[src/rtl/fetch.sv]
// Instruction fetch stage: issues bundle reads to instruction memory and presents one
// 64-bit bundle per cycle to decode, honouring interlock (hold) and branch redirect.
module fetch #(
    parameter int unsigned IMEM_LATENCY = 1,
    parameter int unsigned ADDR_W       = 15,
    parameter logic [31:0] RESET_PC     = 32'h0,
    parameter logic [5:0]  NOP_OP       = 6'h00  // must match Nop opcode of inst_package
) (
    input  logic              clk,
    input  logic              rstn,
    input  logic              interlock,
    input  logic              branch_flag,
    input  logic [31:0]       branch_pc,
    output logic [ADDR_W-1:0] imem_addr,
    output logic              imem_en,
    input  logic [63:0]       imem_dout,
    output logic [31:0]       pc,
    output logic [63:0]       inst,
    output logic              fetch_valid
);
    localparam int unsigned DEPTH = IMEM_LATENCY + 1;
    localparam int unsigned CW    = $clog2(DEPTH + 1);
    localparam int unsigned LW    = $clog2(2 * DEPTH + 1);
    localparam logic [63:0] NOP_BUNDLE = {NOP_OP, 26'b0, NOP_OP, 26'b0};

    logic [31:0]             npc;
    logic [IMEM_LATENCY-1:0] fl_vld;
    logic [31:0]             fl_pc  [IMEM_LATENCY];
    logic [31:0]             q_pc   [DEPTH];
    logic [63:0]             q_inst [DEPTH];
    logic [CW-1:0]           q_cnt;

    logic                    consume;
    logic                    ret;
    logic                    issue;
    logic [31:0]             issue_pc;
    logic [LW-1:0]           load;
    logic [31:0]             q_pc_n   [DEPTH];
    logic [63:0]             q_inst_n [DEPTH];
    logic [CW-1:0]           q_cnt_n;

    // Issue decision: in-flight plus queued bundles must never exceed the queue depth
    always_comb begin
        load = '0;
        for (int i = 0; i < int'(IMEM_LATENCY); i++) begin
            load = load + LW'(fl_vld[i]);
        end
        load     = load + LW'(q_cnt);
        consume  = ~interlock & ~branch_flag & (q_cnt != '0);
        ret      = fl_vld[IMEM_LATENCY-1] & ~branch_flag;
        issue    = branch_flag | ((load - LW'(consume)) < LW'(DEPTH));
        issue_pc = branch_flag ? branch_pc : npc;
    end

    assign imem_en   = rstn & issue;
    assign imem_addr = rstn ? issue_pc[ADDR_W-1:0] : '0;

    // Bundle queue next state: head at index 0, pop shifts down, push lands after survivors
    always_comb begin
        q_pc_n   = q_pc;
        q_inst_n = q_inst;
        q_cnt_n  = q_cnt;
        if (branch_flag) begin
            q_cnt_n = '0;
        end else begin
            if (consume) begin
                for (int i = 0; i < int'(DEPTH) - 1; i++) begin
                    q_pc_n[i]   = q_pc[i+1];
                    q_inst_n[i] = q_inst[i+1];
                end
                q_cnt_n = q_cnt - CW'(1);
            end
            if (ret) begin
                for (int i = 0; i < int'(DEPTH); i++) begin
                    if (CW'(i) == q_cnt_n) begin
                        q_pc_n[i]   = fl_pc[IMEM_LATENCY-1];
                        q_inst_n[i] = imem_dout;
                    end
                end
                q_cnt_n = q_cnt_n + CW'(1);
            end
        end
    end

    always_ff @(posedge clk or negedge rstn) begin
        if (!rstn) begin
            npc         <= RESET_PC;
            fl_vld      <= '0;
            q_cnt       <= '0;
            pc          <= '0;
            inst        <= NOP_BUNDLE;
            fetch_valid <= 1'b0;
            for (int i = 0; i < int'(IMEM_LATENCY); i++) begin
                fl_pc[i] <= '0;
            end
            for (int i = 0; i < int'(DEPTH); i++) begin
                q_pc[i]   <= '0;
                q_inst[i] <= '0;
            end
        end else begin
            if (issue) begin
                npc <= issue_pc + 32'd1;
            end
            // A redirect kills every older request still in flight
            for (int i = int'(IMEM_LATENCY) - 1; i > 0; i--) begin
                fl_vld[i] <= fl_vld[i-1] & ~branch_flag;
                fl_pc[i]  <= fl_pc[i-1];
            end
            fl_vld[0] <= issue;
            fl_pc[0]  <= issue_pc;
            q_pc      <= q_pc_n;
            q_inst    <= q_inst_n;
            q_cnt     <= q_cnt_n;
            fetch_valid <= (q_cnt_n != '0);
            inst        <= (q_cnt_n != '0) ? q_inst_n[0] : NOP_BUNDLE;
            if (q_cnt_n != '0) begin
                pc <= q_pc_n[0];
            end
        end
    end

endmodule

[config.mk]
export PLATFORM = sky130hd
export DESIGN_NAME = fetch
export DESIGN_NICKNAME = d
export VERILOG_FILES = /design/src/rtl/fetch.sv
export SDC_FILE = /design/constraint.sdc
export NUM_CORES = 1
export LEC_CHECK = 0
export ABC_AREA = 1
export BUFFER_PORTS_ARGS = -buffer_cell sky130_fd_sc_hd__buf_2
export CAP_MARGIN = 20
export CORE_ASPECT_RATIO = 0.8
export CORE_UTILIZATION = 30
export CTS_CLUSTER_DIAMETER = 100
export DETAILED_ROUTE_END_ITERATION = 10
export PLACE_DENSITY = 0.52
export SLEW_MARGIN = 20
export SYNTH_ARGS = -nofsm -noshare
export SYNTH_HDL_FRONTEND = slang
export SYNTH_SLANG_ARGS = --single-unit
[constraint.sdc]
create_clock -name clk -period 2.4 [get_ports clk]
set_input_delay 0.24 -clock clk [delete_from_list [all_inputs] [get_ports clk]]
set_output_delay 0.24 -clock clk [all_outputs]
set_load 0.005 [all_outputs]
==> impl_metrics.toml, run 1 <==
[clock_network]
cts.sink_count = 356
worstSkewPairLatency_ps = 560
h-tree-depth = 2
cts-root-to-sink-buffers = 3
cts_inserted_buffers = 41
cts_root_buffer = "sky130_fd_sc_hd__clkbuf_16"
clock_pin_slew_worst_setup_and_hold_paths_ps = 60
cts_tree = "built"

[logic_synthesis]
synth_area_per_cell_um2 = 9.30
syn_inst = 1617
synth-warning-count = 0
yosysSeqAreaShare_pct = 59.2
synth.lib_cells_used.distinct = 31
synth-seq-cells = 356
synth_largest_type_area_fraction_pct = 59.2
yosys-top-cells-area = "sky130_fd_sc_hd__dfrtp_1 (59%), sky130_fd_sc_hd__nand2_1 (9.9%), sky130_fd_sc_hd__nand3_1 (7.3%)"
mappedNetlistArea_um2 = 15000
cell_type_with_the_highest_aggregate_area_in_the_netlist = "sky130_fd_sc_hd__dfrtp_1"
syn-num-nets = 1722

[timing]
grt_setup_unrepaired = "true"
report.final.hold_viol_count = 0
finalWorstSetupSlack_ps = -448
fin_crit_ps = 2850
worst-slew-pin-transition_ps = 766
timing.final.crit_share_pct = 119
clock_skew_ps = 14.5
max_slew_margin_pct = 48.9
setup_violations = 118
fmax_mhz = 351
maxSlewViolCount = 0

[setup_path]
endpoint_kind = "primary output"
worstPathCellList = "inv_1 > ha_2 > nor2_4 > nand2_4 > nor2_4 > nor2_4 > inv_2 > nand2_2 > fa_2 > nand2_2 > nand2_4 > clkinv_4 > nor2_4 > buf_2"
crit_slowest_cell = "sky130_fd_sc_hd__fa_2"
cpMostUsedCell = "sky130_fd_sc_hd__nor2_4"
crit_buf_inv = 4
critical-path-max-stage-delay_ps = 530
worst-path-max-fanout = 4
critical_path.top_delay_family = "adder cells"
worst-endpoint-arrival_ps = 2610
worst_setup_path_start_kind = "flip-flop"
timing_worst_setup_path_type = "flip-flop to primary output"
critPathRequiredTime_ps = 2160

[grt]
grt_util_all_layers_pct = 17.1
grt_remaining_overflow = 0
grt_first_pass_wirelength_um = 68200
maximum_number_of_pins_on_one_net_before_global_route_repair = 142
first_global_vias = 12100
number_of_antenna_violations_at_the_first_check_in_global_routing = 0

[outcome]
outcome = "complete, but fails checks"
failed_checks = "negative setup slack"

[floorplanning]
i_o_pin_total = 213
placement_rows = 73
chipHeight_um = 202
floorplan.die_area_um2 = 51000
dieWidth_um = 252
starting_utilization_of_the_core_area_pct = 30.3
core_area_um2 = 49600

[layout]
num-nets-final = 2094
syn_to_final_growth_pct = 34.7
num_antenna_cells = 0
finish.cell_count_without_fillers = 2692
finish.instance_area_um2 = 20300
drive_above_1_share_pct = 27.5

[detailed_routing]
number_of_vias_in_the_routed_layout = 12300
route.detailed.drc = 0
drtPass1Iterations = 5
wl_per_cell_um = 16.3
routed_wirelength_um = 43900
drt-vias-per-instance = 4.58
drtAntennaViolNets = 0
dr.first_iter.drc_count = 841

[job]
total_of_max_cap_violations = 0

[power_and_ir_drop]
leakage_nw = 10.2
irDropWorstVdd_mv = 0.432
power.density_nw_per_um2 = 1310
p_total_w = 0.0266

[worst_hold_path]
min_path_type = "input port to flip-flop"

[placed_design]
placed_cell_area_um2 = 17600
port_buffers = 212
placement.setup.worst_slack_ps = -73.5
hpwlAfterDp_um = 27900
gp_congestion = 0.842
placed_cells_incl_taps = 2522
[through the flow]
step | setup TNS [ps] | util (%) | hold WS (ps)
after floorplan | -207 | - | -55.6
after global placement | 0 | 35.6 | 190
after detailed placement | -237 | 35.6 | 188
after CTS | -5130 | 40.1 | 31.2
after global routing | -40130 | 40.9 | 70.5
final | -18890 | 40.9 | 68.7
[cells in the final DEF, fill, tap and decap left out, drive strengths merged, types with 65 or more instances in the layout]
cell	n
clkbuf	65
dfrtp	356
inv	144
o21ai	141
buf	346
nor2	139
nand2	398
dlygate4sd3	67
mux2	96
nand3	220
[worst min-delay path, stage by stage]
cell and delay, ps:
sky130_fd_sc_hd__buf_2 80, sky130_fd_sc_hd__nand2_1 50, sky130_fd_sc_hd__nand2_1 170
[registers in the layout, summed over array words and instances (netlist names)]
register / flops
q_pc: 64
inst: 64
fl_vld: 1
fetch_valid: 1
q_inst: 128
q_cnt: 2
pc: 32
fl_pc: 32
npc: 32
[worst paths after layout]
path | from | to | slack (ps) | cells past startpoint
worst max-delay path | q_cnt[1]$_DFF_PN0_ | imem_en | -450 | 14
worst min register to register | npc[26]$_DFFE_PN0P_ | npc[26]$_DFFE_PN0P_ | 480 | 2
min in group asynchronous | rstn | pc[4]$_DFFE_PN0N_ | 230 | 2
max in group asynchronous | rstn | inst[2]$_DFF_PN0_ | 1060 | 3
worst max register to register | q_cnt[1]$_DFF_PN0_ | npc[10]$_DFFE_PN0P_ | -360 | 18
worst min-delay path | branch_pc[9] | fl_pc[9]$_DFF_PN0_ | 70 | 3
[Yosys cell counts, drive strengths merged]
library cell	number
nand2	398
a22oi	1
or2	1
o211ai	1
o21bai	4
ha	4
nor2	139
fa	1
inv	146
mux2	96
xnor2	1
a31oi	5
buf	42
nand3b	1
a21oi	8
xor2	2
clkbuf	48
nand3	220
nand4	1
o21ai	141
dfrtp	356
clkinv	1
[cell type report]
type                       count  area [um^2]
multi-input combinational   1024         5310
tap                          675          845
sequential                   356         8910
clock inverter                11          129
timing repair buffer         419         3300
inverter                     147          571
clock buffer                  60         1200
fill                        4913        29300
[kinds of logic after synthesis]
| kind of cell | Yosys count | share of synthesized area (%) |
|---|---|---|
| AO/OA/AOI/OAI | 160 | 5.47 |
| XOR/XNOR | 3 | 0.175 |
| buffers and inverters | 237 | 6.43 |
| flip-flops | 356 | 59.2 |
| multiplexers | 96 | 7.19 |
| adder cells (fa/ha/maj) | 5 | 0.466 |
| AND/OR/NAND/NOR | 760 | 21.1 |
[routing by layer]
layer  global-route usage (%)  vias up  routed length, um
met3                     2.82       61               2360
met4                     4.72        0                864
met1                     24.2     5999              20700
met2                     27.1      316              20000
met5                        0        -                  0
li1                         -     5958                  -
[report_power, final]
group / switching, W / internal (W)
Sequential: 0.00111 / 0.00882
Clock: 0.00249 / 0.00368
Combinational: 0.00557 / 0.00489
Total: 0.00917 / 0.0174
[repair_timing]
action / 4_1_cts / 5_1_grt
resized for setup: 15 / 55
hold endpoints to repair: 196 / 0
setup endpoints to repair: 33 / 274
pin swaps: 7 / 0
hold buffers: 67 / 0
buffers inserted: 9 / 16
gates cloned: 5 / 5
Note: power is estimated with default switching activity, not from simulation.
==> run 2: changes to the inputs <==
--- a/config.mk
+++ b/config.mk
@@ -13,6 +13,7 @@
 export CTS_CLUSTER_DIAMETER = 100
 export DETAILED_ROUTE_END_ITERATION = 10
 export PLACE_DENSITY = 0.52
+export SETUP_SLACK_MARGIN = 0.1
 export SLEW_MARGIN = 20
 export SYNTH_ARGS = -nofsm -noshare
 export SYNTH_HDL_FRONTEND = slang
==> run 2 against run 1 <==
Sequential cell count unchanged. Critical endpoint unchanged. Highest routed layer unchanged. Worst hold slack worse by 34 ps. Combinational power up 36%. First-iteration DRC count up 18%. Critical path depth unchanged. The run still ends with negative setup slack left. Maximum frequency down 1.3%.
==> impl_metrics.toml, run 2 (synthesized netlist as in run 1, its figures left out) <==
[timing]
clock_skew_ps = 22.8
fin_crit_ps = 2890
setup_violations = 317
worst-slew-pin-transition_ps = 998
finalWorstSetupSlack_ps = -485
fmax_mhz = 347
hold_ws_ps = 35.0
timing.final.crit_share_pct = 120
report.final.hold_viol_count = 0
timing.setup.tns_ps = -51190
max_slew_margin_pct = 33.5
maxSlewViolCount = 0
grt_setup_unrepaired = "true"

[placed_design]
gp_congestion = 0.833
placement.setup.worst_slack_ps = -148
placed_cell_area_um2 = 17600
port_buffers = 212
hpwlAfterDp_um = 27200

[clock_network]
cts_root_buffer = "sky130_fd_sc_hd__clkbuf_16"
h-tree-depth = 2
cts_tree = "built"
worstSkewPairLatency_ps = 560
cts-root-to-sink-buffers = 3
cts.sink_count = 356
clock_pin_slew_worst_setup_and_hold_paths_ps = 60
cts_inserted_buffers = 41

[detailed_routing]
drt-vias-per-instance = 4.70
drtPass1Iterations = 5
route.detailed.drc = 0
routed_wirelength_um = 49400
number_of_vias_in_the_routed_layout = 12900
dr.first_iter.drc_count = 993
wl_per_cell_um = 18.0
drtAntennaViolNets = 0

[setup_path]
worst_r2r_path_depth = 19
worst_setup_path_start_kind = "flip-flop"
worst-endpoint-arrival_ps = 2650
r2r-start = "q_cnt[0]$_DFF_PN0_"
critPathRequiredTime_ps = 2160
critical_path.startpoint = "q_cnt[0]$_DFF_PN0_"
crit_path_end = "imem_en"
reg2reg_setup_slack_ps = -380
worstPathCellList = "inv_2 > ha_4 > nor2_4 > nand2_4 > nor2_4 > nor2_4 > inv_2 > nand2_2 > fa_2 > nand2_2 > nand2_4 > clkinv_4 > nor2_4 > buf_2"
worst-path-max-fanout = 4
critical-path-max-stage-delay_ps = 540
cpMostUsedCell = "sky130_fd_sc_hd__nor2_4"
crit_slowest_cell = "sky130_fd_sc_hd__fa_2"
endpoint_kind = "primary output"
timing_worst_setup_path_type = "flip-flop to primary output"
crit-reg2reg-capture = "npc[16]$_DFFE_PN0P_"

[job]
total_of_max_cap_violations = 0

[layout]
syn_to_final_growth_pct = 48.3
finish.instance_area_um2 = 22300
layout.cells.most_common = "sky130_fd_sc_hd__nand2_1"
registers.top_by_ff_count = "q_inst"
drive_above_1_share_pct = 37.2
mostFrequentLayoutCells = "sky130_fd_sc_hd__nand2_1 (375), sky130_fd_sc_hd__dfrtp_1 (356), sky130_fd_sc_hd__buf_2 (211)"
reg_top3 = "q_inst: 128 flops, inst: 64 flops, q_pc: 64 flops"
num-nets-final = 2141
num_antenna_cells = 0
largest_register_ff_count = 128

[grt]
grt_first_pass_wirelength_um = 70900
number_of_antenna_violations_at_the_first_check_in_global_routing = 2
maximum_number_of_pins_on_one_net_before_global_route_repair = 172
grt_util_all_layers_pct = 17.8
first_global_vias = 12500
grt_remaining_overflow = 0

[worst_hold_path]
min_path_type = "input port to flip-flop"

[floorplanning]
starting_utilization_of_the_core_area_pct = 30.3
chipHeight_um = 202
placement_rows = 73
floorplan.die_area_um2 = 51000
core_area_um2 = 49600
i_o_pin_total = 213
dieWidth_um = 252

[power_and_ir_drop]
power.density_nw_per_um2 = 1380
p_total_w = 0.0307
irDropWorstVdd_mv = 0.481
leakage_nw = 11.1

[outcome]
outcome = "complete, but fails checks"
failed_checks = "negative setup slack"
==> run 2: changes by cell type in the layout (fill, tap and decap cells not counted), sizes merged <==
| cell | delta |
|---|---|
| bufbuf | -1 |
| clkinv | +6 |
| dlygate4sd3 | -1 |
| bufinv | +1 |
| inv | +1 |
| clkinvlp | +1 |
| clkbuf | +7 |
| buf | +36 |
==> run 2: power breakdown <==
| part | internal (W) | switching, W |
|---|---|---|
| clock network | 0.00382 | 0.00259 |
| logic | 0.00701 | 0.00727 |
| registers | 0.00882 | 0.00120 |
| total | 0.0196 | 0.0110 |
==> run 2: cell type report <==
class / instances / area, um^2
inverters: 147 / 571
well taps: 675 / 845
clock buffers: 55 / 1190
clock inverters: 19 / 200
fillers: 4654 / 27300
flip-flops and latches: 356 / 8910
multi-input cells: 1024 / 6300
repair inverters: 1 / 30.0
repair buffers: 465 / 4270
==> run 2: layer usage <==
layer / routed length, um / vias to the layer above / track usage (%)
li1: - / 6067 / -
met1: 22300 / 6410 / 24.9
met2: 23100 / 350 / 28.0
met3: 3120 / 50 / 3.46
met4: 846 / 0 / 5.06
met5: 0 / - / 0
==> run 2: metrics by stage <==
step           std cells  util (%)
2_1_floorplan       1617         -
3_3_place_gp        2515      35.4
3_5_place_dp        2516      35.4
4_1_cts             2691      41.4
5_1_grt             2742      45.0
6_report            2742      45.0
==> run 2: repair_timing <==
action / in CTS / in global routing
resized for setup: 128 / 273
buffers inserted: 21 / 29
pin swaps: 7 / 20
cloned: 14 / 23
setup endpoints to repair: 311 / 319
hold endpoints to repair: 526 / 0
hold buffers: 66 / 0
==> run 2: worst max-delay path: cells and delay by family (launching register included) <==
kind                       cells  cell delay (ps)
adders and majority gates      2              700
DFF                            1              370
and+or+nand+nor                8              720
buffers and inverters          4              310
==> run 2: how the worst min path moves through the flow <==
| stage | from | to | slack (ps) | depth (start not counted) |
|---|---|---|---|---|
| after floorplan | rstn | fetch_valid$_DFF_PN0_ | -60 | 0 |
| after global routing | branch_pc[3] | fl_pc[3]$_DFF_PN0_ | 40 | 3 |
| after global placement | rstn | fetch_valid$_DFF_PN0_ | 420 | 2 |
| final | branch_pc[3] | fl_pc[3]$_DFF_PN0_ | 40 | 3 |
| after CTS | branch_pc[3] | fl_pc[3]$_DFF_PN0_ | 20 | 3 |
| after detailed placement | rstn | fetch_valid$_DFF_PN0_ | 410 | 2 |
